[src/rtl/mrd_fsm_ctrl_p2.sv]
// Stage sequencer for a mixed-radix DFT engine: sink a frame, run N read/write-back stages, then source.
// Optional watchdog on the Rd / Wait_wr_end states is enabled with `define MRD_FSM_TIMEOUT_EN.
module mrd_fsm_ctrl_p2 #(
  parameter int unsigned WAIT_RD    = 4,
  parameter int unsigned MAX_STAGES = 6
) (
  input  logic        clk,
  input  logic        rst_n,
  input  logic        sink_valid,
  input  logic        sink_sop,
  input  logic        sink_eop,
  input  logic [11:0] dftpts,
  input  logic [2:0]  num_stages,
  input  logic        rd_end,
  input  logic        wr_end,
  input  logic        source_end,
  output logic [2:0]  fsm,
  output logic [2:0]  fsm_r,
  output logic [2:0]  stage_idx,
  output logic        stage_start,
  output logic        sink_ready,
  output logic [11:0] dftpts_lat,
  output logic        err_len,
  output logic        err_proto,
  output logic        err_timeout
);

  typedef enum logic [2:0] {
    S_IDLE    = 3'd0,
    S_SINK    = 3'd1,
    S_WAIT_RD = 3'd2,
    S_RD      = 3'd3,
    S_WAIT_WR = 3'd4,
    S_SOURCE  = 3'd5
  } state_e;

  localparam logic [3:0] WAIT_LAST = 4'(WAIT_RD - 1);
  localparam logic [2:0] MAX_ST    = 3'(MAX_STAGES);

  state_e      state_q, state_d, state_nxt_s;
  logic [3:0]  wait_cnt_q, wait_cnt_d;
  logic [11:0] cnt_q, cnt_d;
  logic [2:0]  stages_q, stages_d;
  logic [2:0]  fsm_r_q, fsm_r_d;
  logic [2:0]  stage_idx_q, stage_idx_d;
  logic        stage_start_q, stage_start_d;
  logic        sink_ready_q, sink_ready_d;
  logic [11:0] dftpts_lat_q, dftpts_lat_d;
  logic        err_len_q, err_len_d;
  logic        err_proto_q, err_proto_d;
  logic        sop_ok_s, last_stage_s, timeout_s;
  logic [11:0] beat_s;

  function automatic logic [11:0] sat_inc(input logic [11:0] v);
    logic [11:0] r;
    if (v == 12'hFFF) r = v;
    else              r = v + 12'd1;
    return r;
  endfunction

  function automatic logic [2:0] clamp_stages(input logic [2:0] n);
    logic [2:0] r;
    if (n == 3'd0)        r = 3'd1;
    else if (n > MAX_ST)  r = MAX_ST;
    else                  r = n;
    return r;
  endfunction

  // Frame start is only honoured while the block advertises ready
  assign sop_ok_s     = sink_valid & sink_sop & sink_ready_q;
  assign last_stage_s = (stage_idx_q == (stages_q - 3'd1));
  assign beat_s       = sat_inc(cnt_q);

`ifdef MRD_FSM_TIMEOUT_EN
  logic [15:0] wd_q, wd_d;
  logic        err_timeout_q, err_timeout_d;

  // Fires on the last cycle of a stall that received no completion pulse
  assign timeout_s   = (((state_q == S_RD) && !rd_end) || ((state_q == S_WAIT_WR) && !wr_end)) &&
                       (wd_q == 16'hFFFE);
  assign err_timeout = err_timeout_q;

  always_comb begin
    wd_d          = 16'd0;
    err_timeout_d = err_timeout_q;
    if (!rst_n) begin
      wd_d          = 16'd0;
      err_timeout_d = 1'b0;
    end else begin
      if (((state_q == S_RD) || (state_q == S_WAIT_WR)) && (state_d == state_q)) wd_d = wd_q + 16'd1;
      else                                                                       wd_d = 16'd0;
      err_timeout_d = err_timeout_q | timeout_s;
    end
  end

  always_ff @(posedge clk) begin
    wd_q          <= wd_d;
    err_timeout_q <= err_timeout_d;
  end
`else
  assign timeout_s   = 1'b0;
  assign err_timeout = 1'b0;
`endif

  always_ff @(posedge clk) begin
    state_q <= state_d;
  end

  always_comb begin
    state_nxt_s = state_q;
    case (state_q)
      S_IDLE: begin
        if (sop_ok_s) state_nxt_s = sink_eop ? S_WAIT_RD : S_SINK;
        else          state_nxt_s = S_IDLE;
      end
      S_SINK: begin
        if (sink_valid && sink_eop) state_nxt_s = S_WAIT_RD;
        else                        state_nxt_s = S_SINK;
      end
      S_WAIT_RD: begin
        if (wait_cnt_q == WAIT_LAST) state_nxt_s = S_RD;
        else                         state_nxt_s = S_WAIT_RD;
      end
      S_RD: begin
        if (rd_end) state_nxt_s = S_WAIT_WR;
        else        state_nxt_s = S_RD;
      end
      S_WAIT_WR: begin
        if (wr_end) state_nxt_s = last_stage_s ? S_SOURCE : S_WAIT_RD;
        else        state_nxt_s = S_WAIT_WR;
      end
      S_SOURCE: begin
        if (source_end) state_nxt_s = S_IDLE;
        else            state_nxt_s = S_SOURCE;
      end
      default: state_nxt_s = S_IDLE;
    endcase
    if (!rst_n || timeout_s) state_d = S_IDLE;
    else                     state_d = state_nxt_s;
  end

  always_comb begin
    fsm_r_d       = fsm_r_q;
    stage_start_d = stage_start_q;
    sink_ready_d  = sink_ready_q;
    wait_cnt_d    = wait_cnt_q;
    cnt_d         = cnt_q;
    stages_d      = stages_q;
    stage_idx_d   = stage_idx_q;
    dftpts_lat_d  = dftpts_lat_q;
    err_len_d     = err_len_q;
    err_proto_d   = err_proto_q;
    if (!rst_n) begin
      fsm_r_d       = 3'd0;
      stage_start_d = 1'b0;
      sink_ready_d  = 1'b0;
      wait_cnt_d    = 4'd0;
      cnt_d         = 12'd0;
      stages_d      = 3'd0;
      stage_idx_d   = 3'd0;
      dftpts_lat_d  = 12'd0;
      err_len_d     = 1'b0;
      err_proto_d   = 1'b0;
    end else begin
      fsm_r_d       = state_q;
      stage_start_d = (state_d == S_RD) && (state_q != S_RD);
      sink_ready_d  = (state_d == S_IDLE) || (state_d == S_SINK);
      // Any other state holds the counter at zero, so it starts clean on entry
      wait_cnt_d    = (state_q == S_WAIT_RD) ? (wait_cnt_q + 4'd1) : 4'd0;
      err_proto_d   = err_proto_q | (sink_valid & ~sink_ready_q);
      case (state_q)
        S_IDLE: begin
          if (sop_ok_s) begin
            dftpts_lat_d = dftpts;
            stages_d     = clamp_stages(num_stages);
            cnt_d        = 12'd1;
            stage_idx_d  = 3'd0;
            err_len_d    = err_len_q | (sink_eop & (dftpts != 12'd1));
          end else begin
            cnt_d = cnt_q;
          end
        end
        S_SINK: begin
          if (sink_valid) begin
            cnt_d       = beat_s;
            err_proto_d = err_proto_q | sink_sop;
            err_len_d   = err_len_q | (sink_eop & (beat_s != dftpts_lat_q));
          end else begin
            cnt_d = cnt_q;
          end
        end
        S_WAIT_WR: begin
          if (wr_end && !last_stage_s) stage_idx_d = stage_idx_q + 3'd1;
          else                         stage_idx_d = stage_idx_q;
        end
        S_SOURCE: begin
          if (source_end) stage_idx_d = 3'd0;
          else            stage_idx_d = stage_idx_q;
        end
        default: begin
          cnt_d = cnt_q;
        end
      endcase
      if (timeout_s) stage_idx_d = 3'd0;
      else           stage_idx_d = stage_idx_d;
    end
  end

  always_ff @(posedge clk) begin
    fsm_r_q       <= fsm_r_d;
    stage_start_q <= stage_start_d;
    sink_ready_q  <= sink_ready_d;
    wait_cnt_q    <= wait_cnt_d;
    cnt_q         <= cnt_d;
    stages_q      <= stages_d;
    stage_idx_q   <= stage_idx_d;
    dftpts_lat_q  <= dftpts_lat_d;
    err_len_q     <= err_len_d;
    err_proto_q   <= err_proto_d;
  end

  assign fsm         = state_q;
  assign fsm_r       = fsm_r_q;
  assign stage_idx   = stage_idx_q;
  assign stage_start = stage_start_q;
  assign sink_ready  = sink_ready_q;
  assign dftpts_lat  = dftpts_lat_q;
  assign err_len     = err_len_q;
  assign err_proto   = err_proto_q;

endmodule

[config.mk]
export PLATFORM = sky130hd
export DESIGN_NAME = mrd_fsm_ctrl_p2
export DESIGN_NICKNAME = d
export VERILOG_FILES = /design/src/rtl/mrd_fsm_ctrl_p2.sv
export SDC_FILE = /design/constraint.sdc
export NUM_CORES = 1
export LEC_CHECK = 0
export CORE_MARGIN = 8
export CORE_UTILIZATION = 30
export CTS_BUF_LIST = sky130_fd_sc_hd__clkbuf_16
export DETAILED_ROUTE_END_ITERATION = 16
export PLACE_DENSITY_LB_ADDON = 0.08
export SLEW_MARGIN = 30
export SYNTH_ARGS = -nofsm -noshare
export SYNTH_HDL_FRONTEND = slang
export SYNTH_SLANG_ARGS = --single-unit
[constraint.sdc]
create_clock -name clk -period 2.7 [get_ports clk]
set_clock_uncertainty 0.15 [all_clocks]
set_input_delay 0.405 -clock clk [delete_from_list [all_inputs] [get_ports clk]]
set_output_delay 0.405 -clock clk [all_outputs]
set_load 0.01 [all_outputs]
[Yosys cells after proc, flatten, opt, wreduce, memory -nomap -nowiden]
Index checks and enable logic that the tools add are counted.
Storage, ports and cells
  bits in registers: 44
  bits of input ports: 23
  output and inout port bits: 26
  word-level logic and storage cells: 82
Operators by class
  add/subtract/negate cells: 4
  order comparisons: 1
  equality and inequality tests: 17
  multiplexer cells: 25
  bitwise operators: 10
  reduce and logical (&&, ||, !) cells: 14
Operators by type and width (count)
  12-bit 2-to-1 mux: 3
  3-bit 2-to-1 mux: 10
  12-bit one-hot mux with 2 select lines: 1
  3-bit one-hot mux with 6 select lines: 1
  12-bit by 1-bit adder with 12-bit output (second input constant): 1
  12-bit equality test (second input constant): 1
  12-bit by 1-bit != test with 1-bit output (second input constant): 1
  12-bit != test: 1
  3-bit by 2-bit equality test with 1-bit output (second input constant): 3
  3-bit zero test: 3
  3-bit one-hot mux with 3 select lines: 1
  2-bit != test (second input constant): 4
  3-bit by 1-bit equality test with 1-bit output (second input constant): 2
  3-bit equality test (second input constant): 2
  2-bit 2-to-1 mux: 3
  1-bit bitwise AND: 5
  1-bit 2-to-1 mux: 5
  4-bit by 1-bit adder with 4-bit output (second input constant): 1
  4-bit by 2-bit equality test with 1-bit output (second input constant): 1
  1-bit OR: 4
  2-bit AND reduction: 2
  4-bit AND reduction: 1
  3-bit by 1-bit adder with 3-bit output (second input constant): 1
  3-bit equality test: 1
  11 further kinds: 13

[Depth between registers and ports, before layout]
  depth after elaboration: 8
  gate-level depth with buffers: 8
  depth with buffers taken out: 8

[Least setup slack after synthesis]
No wires, ideal clock.
  kind: flip-flop to flip-flop
  start: register cnt_q[1]
  end: register err_len_q, in the netlist err_len
  library setup time: 141 ps
  arrival time: 1819 ps
  required time: 2409 ps
  slack: 591 ps
  cell stages (with the launch flop): 8
  buffers on the path: 1
  period minus slack after synthesis: 2109 ps
  cell sequence: dfxtp_1 > ha_1 > nand4_1 > or3_1 > buf_2 > a311o_1 > a211oi_2 > a41oi_1
On the way
  word-level cells in the longest chain between the ends: 7
  elaborated cells on any way between the ends: 8
  those cells by class: add/sub (1); eq/ne (2); mux (3); bitwise (2)
Ends and longest elaborated chain
  from (decl): line 42  | logic [11:0] cnt_q, cnt_d;
  from (signal assigned): line 214  | cnt_q <= cnt_d;
  12-bit by 1-bit adder with 12-bit output or 12-bit equality test (tied branches): line 57, 56
  12-bit 2-to-1 mux (*): line 56  | if (v == 12'hFFF) r = v;
  12-bit != test (*): line 187  | err_len_d = err_len_q | (sink_eop & (beat_s != dftpts_lat_q));
  1-bit bitwise AND (*): line 187
  1-bit OR (*): line 187
  1-bit 2-to-1 mux (*): line 184  | if (sink_valid) begin
  1-bit one-hot mux with 2 select lines (*): line 171  | case (state_q)
  to (signal assigned): line 218  | err_len_q <= err_len_d;
  to (decl): line 49  | logic err_len_q, err_len_d;
Mark *: on every way between the ends. The rest lies on a longest branch, timed or not. The select of a mux whose other input is x is not followed.
A chain may end at the register's enable or synchronous reset.

[Worst setup path after layout]
  start: register cnt_q[0]
  end: register err_len_q, in the netlist err_len
Same word-level chain as after synthesis.

==> summary.md <==
| Metric | Value |
|---|---|
| Status | `complete, no violations` |
| Crit path cell chain | `ha_1, nand4_1, or3_1, a311o_1, a211oi_2, a41oi_1` |
| Leak | `approximately 1.1 nW` |
| GRT overflow | `0` |
| EDFF count, synth | `0` |
| Post-Layout Cell Count | `456` |
| Critical path class | `flip-flop to flip-flop` |
| Layout Nets | `between 300 and 400` |
| Mapped Cells | `307` |
| Async SR Flop Fraction | `0%` |
| Yosys top cell by area | `dfxtp_1` |
| GRT Overall Usage | `about an eighth` |
| Synth Area per Inst | `8.17 um2` |
| # diodes | `0` |
| Vias/cell | `between 4 and 5` |
| Largest net degree at the start of global routing | `40` |
| Slew at the pin closest to its max-slew limit | `~0.55 ns` |
| Predominant post-synthesis flop cell | `dfxtp_1` |
| Share of the synthesized area in the top cell type | `a little over a third` |
| Vias | `approximately 2300` |
| CTS tree | `done` |
| Clock Latency Late Sink | `0.28 ns` |
| Crit end category | `flip-flop` |
| Total negative slack | `0 ns` |
| Root Driver | `clkbuf_16` |
| Final Hold Violating Endpoints | `0` |
| Core footprint | `between 8000 and 9000 um2` |
| Hold worst-path end | `wait_cnt_q[0]` |
| Routed WL | `7000 um` |
| Total power | `~1.4 mW` |
| Worst hold path class | `flip-flop to flip-flop` |
| Critical path's top delay family | `simple AND/OR/NAND/NOR gates` |
| P&R area growth vs syn | `28.9%` |
| Fmax | `about 420 MHz` |
| Drt first pass iters | `4` |
| Drt wl/cell | `around 15 um` |
| Worst slew margin | `63.4%` |
| Register area share after synthesis | `35.1%` |
| Final Cycle Share | `between 80% and 90%` |
| Crit path buffers/inverters | `0` |
| CP required | `between 2 and 3 ns` |
| Fin area | `~3200 um2` |
| RSZ-0062 raised after global routing | `no` |
| CP Max Fanout | `8` |
| Setup violations, final | `0` |
| VDD IR-drop max | `around 0.31 mV` |
| Dpl hpwl | `~5300 um` |
| Dpl cell area | `3090 um2` |
| Yosys warning total | `0` |
| Cts hold-fix bufs | `0` |
| Setup ws final | `approximately 0.32 ns` |
| Die width | `107 um` |
| Power Dens Cells | `446 nW/um2` |
| Fraction of layout cells with a size suffix above 1 | `under 10%` |
| #FFs+latches synth | `44` |
| H-tree Lvls | `2` |
| DP Cell Count | `around 450` |
| Largest cells by area after synthesis | `dfxtp_1 (35%), a21boi_0 (5.7%), nand2_1 (5.2%)` |
| Crit path time final | `between 2 and 2.5 ns` |
| Initial Util | `about 31%` |
| DRC violations left | `0` |
| Pre-CTS WS | `approximately 0.32 ns` |
| Clk buf depth | `2` |
| Syn_nets | `between 300 and 400` |
| Row count | `33` |
| Hold_ws | `approximately 0.31 ns` |
| Max-Cap Viols | `0` |
| Worst Path Arrival | `2.39 ns` |
| Clock-pin slew on the worst setup and hold paths | `roughly 0.060 ns` |
| Reg-to-reg slack, setup | `roughly 0.32 ns` |
| Cell area after synthesis | `~2500 um2` |
| Beginning of the worst hold path | `wait_cnt_q[0]` |
| Chip height | `between 100 and 150 um` |
| Vias in the first global route | `around 2300` |
| Clk sinks | `44` |
| End of the worst register-to-register path | `err_len` |
| Port bufs | `47` |
| Max stage delay on crit path | `approximately 0.48 ns` |
| Initial antenna violation count | `0` |
| Final Util | `roughly two fifths` |
| Detailed Route Iter0 Violations | `between 80 and 90` |
| Post-route ant nets | `0` |
| Post-cts repair resize count | `0` |
| Worst hold stages | `1` |
| I/O Pins | `a little under 50` |
| Startpoint types | `flip-flop` |
| R2R depth | `6` |
| Final Max Slew Viols | `0` |
| Post-CTS Setup Repair Bufs | `0` |
| CTS Buf Count | `5` |
| First-pass GRT wire length | `11700 um` |
| Synth cell types | `50` |
| Die area | `about 12000 um2` |
| GP Congestion | `around 0.75` |
| Crit path max-delay cell type | `dfxtp_1` |
| Worst flop-to-flop path startpoint | `cnt_q[0]` |
-- registers in the layout, indices dropped and copies added, names as in the netlist --
name / flops
sink_ready: 1
err_len: 1
dftpts_lat: 12
fsm: 3
err_proto: 1
cnt_q: 12
wait_cnt_q: 4
stages_q: 3
stage_idx: 3
fsm_r: 3
stage_start: 1
-- power breakdown --
part / internal [mW] / total, mW / leakage, nW / switching, mW
Combinational: 0.0891 / 0.160 / 0.722 / 0.0712
Sequential: 0.664 / 0.682 / 0.356 / 0.0179
Clock: 0.341 / 0.600 / 0.0716 / 0.258
Total: 1.09 / 1.44 / 1.15 / 0.347
-- synth_stat cells (2+ instances only) --
cell type / count
nand3_1: 12
a21oi_1: 9
o21ai_0: 24
and2_1: 5
o2111ai_1: 2
and3_1: 4
and4b_1: 2
xor2_1: 8
dfxtp_1: 44
buf_2: 8
o31a_1: 2
inv_1: 8
nor2_1: 27
buf_4: 2
nand3b_1: 3
o21a_1: 2
o211ai_1: 3
mux2i_1: 10
a31oi_1: 3
ha_1: 4
nor4_1: 2
nand2b_1: 2
xnor2_1: 10
nor3_1: 9
nand2_1: 35
nand4_1: 5
nor2b_1: 13
o211a_1: 2
a21boi_0: 19
clkbuf_1: 8
-- worst max path at each step --
stage,to,slack (ns),startpoint,cells past startpoint
2_1_floorplan,err_len,0.59,cnt_q[1],7
3_3_place_gp,err_len,0.36,cnt_q[0],6
3_5_place_dp,err_len,0.32,cnt_q[0],6
4_1_cts,err_len,0.31,cnt_q[0],6
5_1_grt,err_len,0.05,cnt_q[0],7
6_report,err_len,0.32,cnt_q[0],6
-- routing by layer --
layer  vias up  track usage [%]  wire (um)
met5         -                0          0
met4         0             3.87         72
met3         7             2.87        234
met2        30             20.4       3210
met1      1052             16.1       3490
li1       1172                -          -
-- cells by family (layout without fill, tap and decap cells) --
logic type	count (synthesis)	in the layout	share of synthesized area, %
muxes	10	10	3.99
buffers and inverters	26	70	4.59
AOI/OAI and AO/OA	75	75	20.0
other	1	1	0.150
adders and majority gates	4	4	2.00
xor gates and xnor gates	19	19	7.24
DFF	44	44	35.1
and+or+nand+nor	128	128	26.9
-- layout by cell type, fill, tap and decap left out, drive strengths merged, types with 4 or more instances in the layout --
cell and instances:
o21ai 24, a21boi 19, nor3 9, ha 4, and2 5, clkbuf 5
xnor2 10, nor2b 13, clkdlybuf4s50 47, xor2 8, nand2 35, nand4 6
dfxtp 44, buf 7, and3 4, nand3 12, nor2 27, inv 9
mux2i 10, a21oi 9
-- area by class of cell --
type | count | area, um2
Timing Repair Buffer | 54 | 536
Multi-Input combinational cell | 237 | 1510
Clock buffer | 5 | 125
Inverter | 8 | 30.0
Fill cell | 857 | 4940
Clock inverter | 3 | 17.5
Sequential cell | 44 | 881
Tap cell | 105 | 131
(Power assumes the default switching activity.)
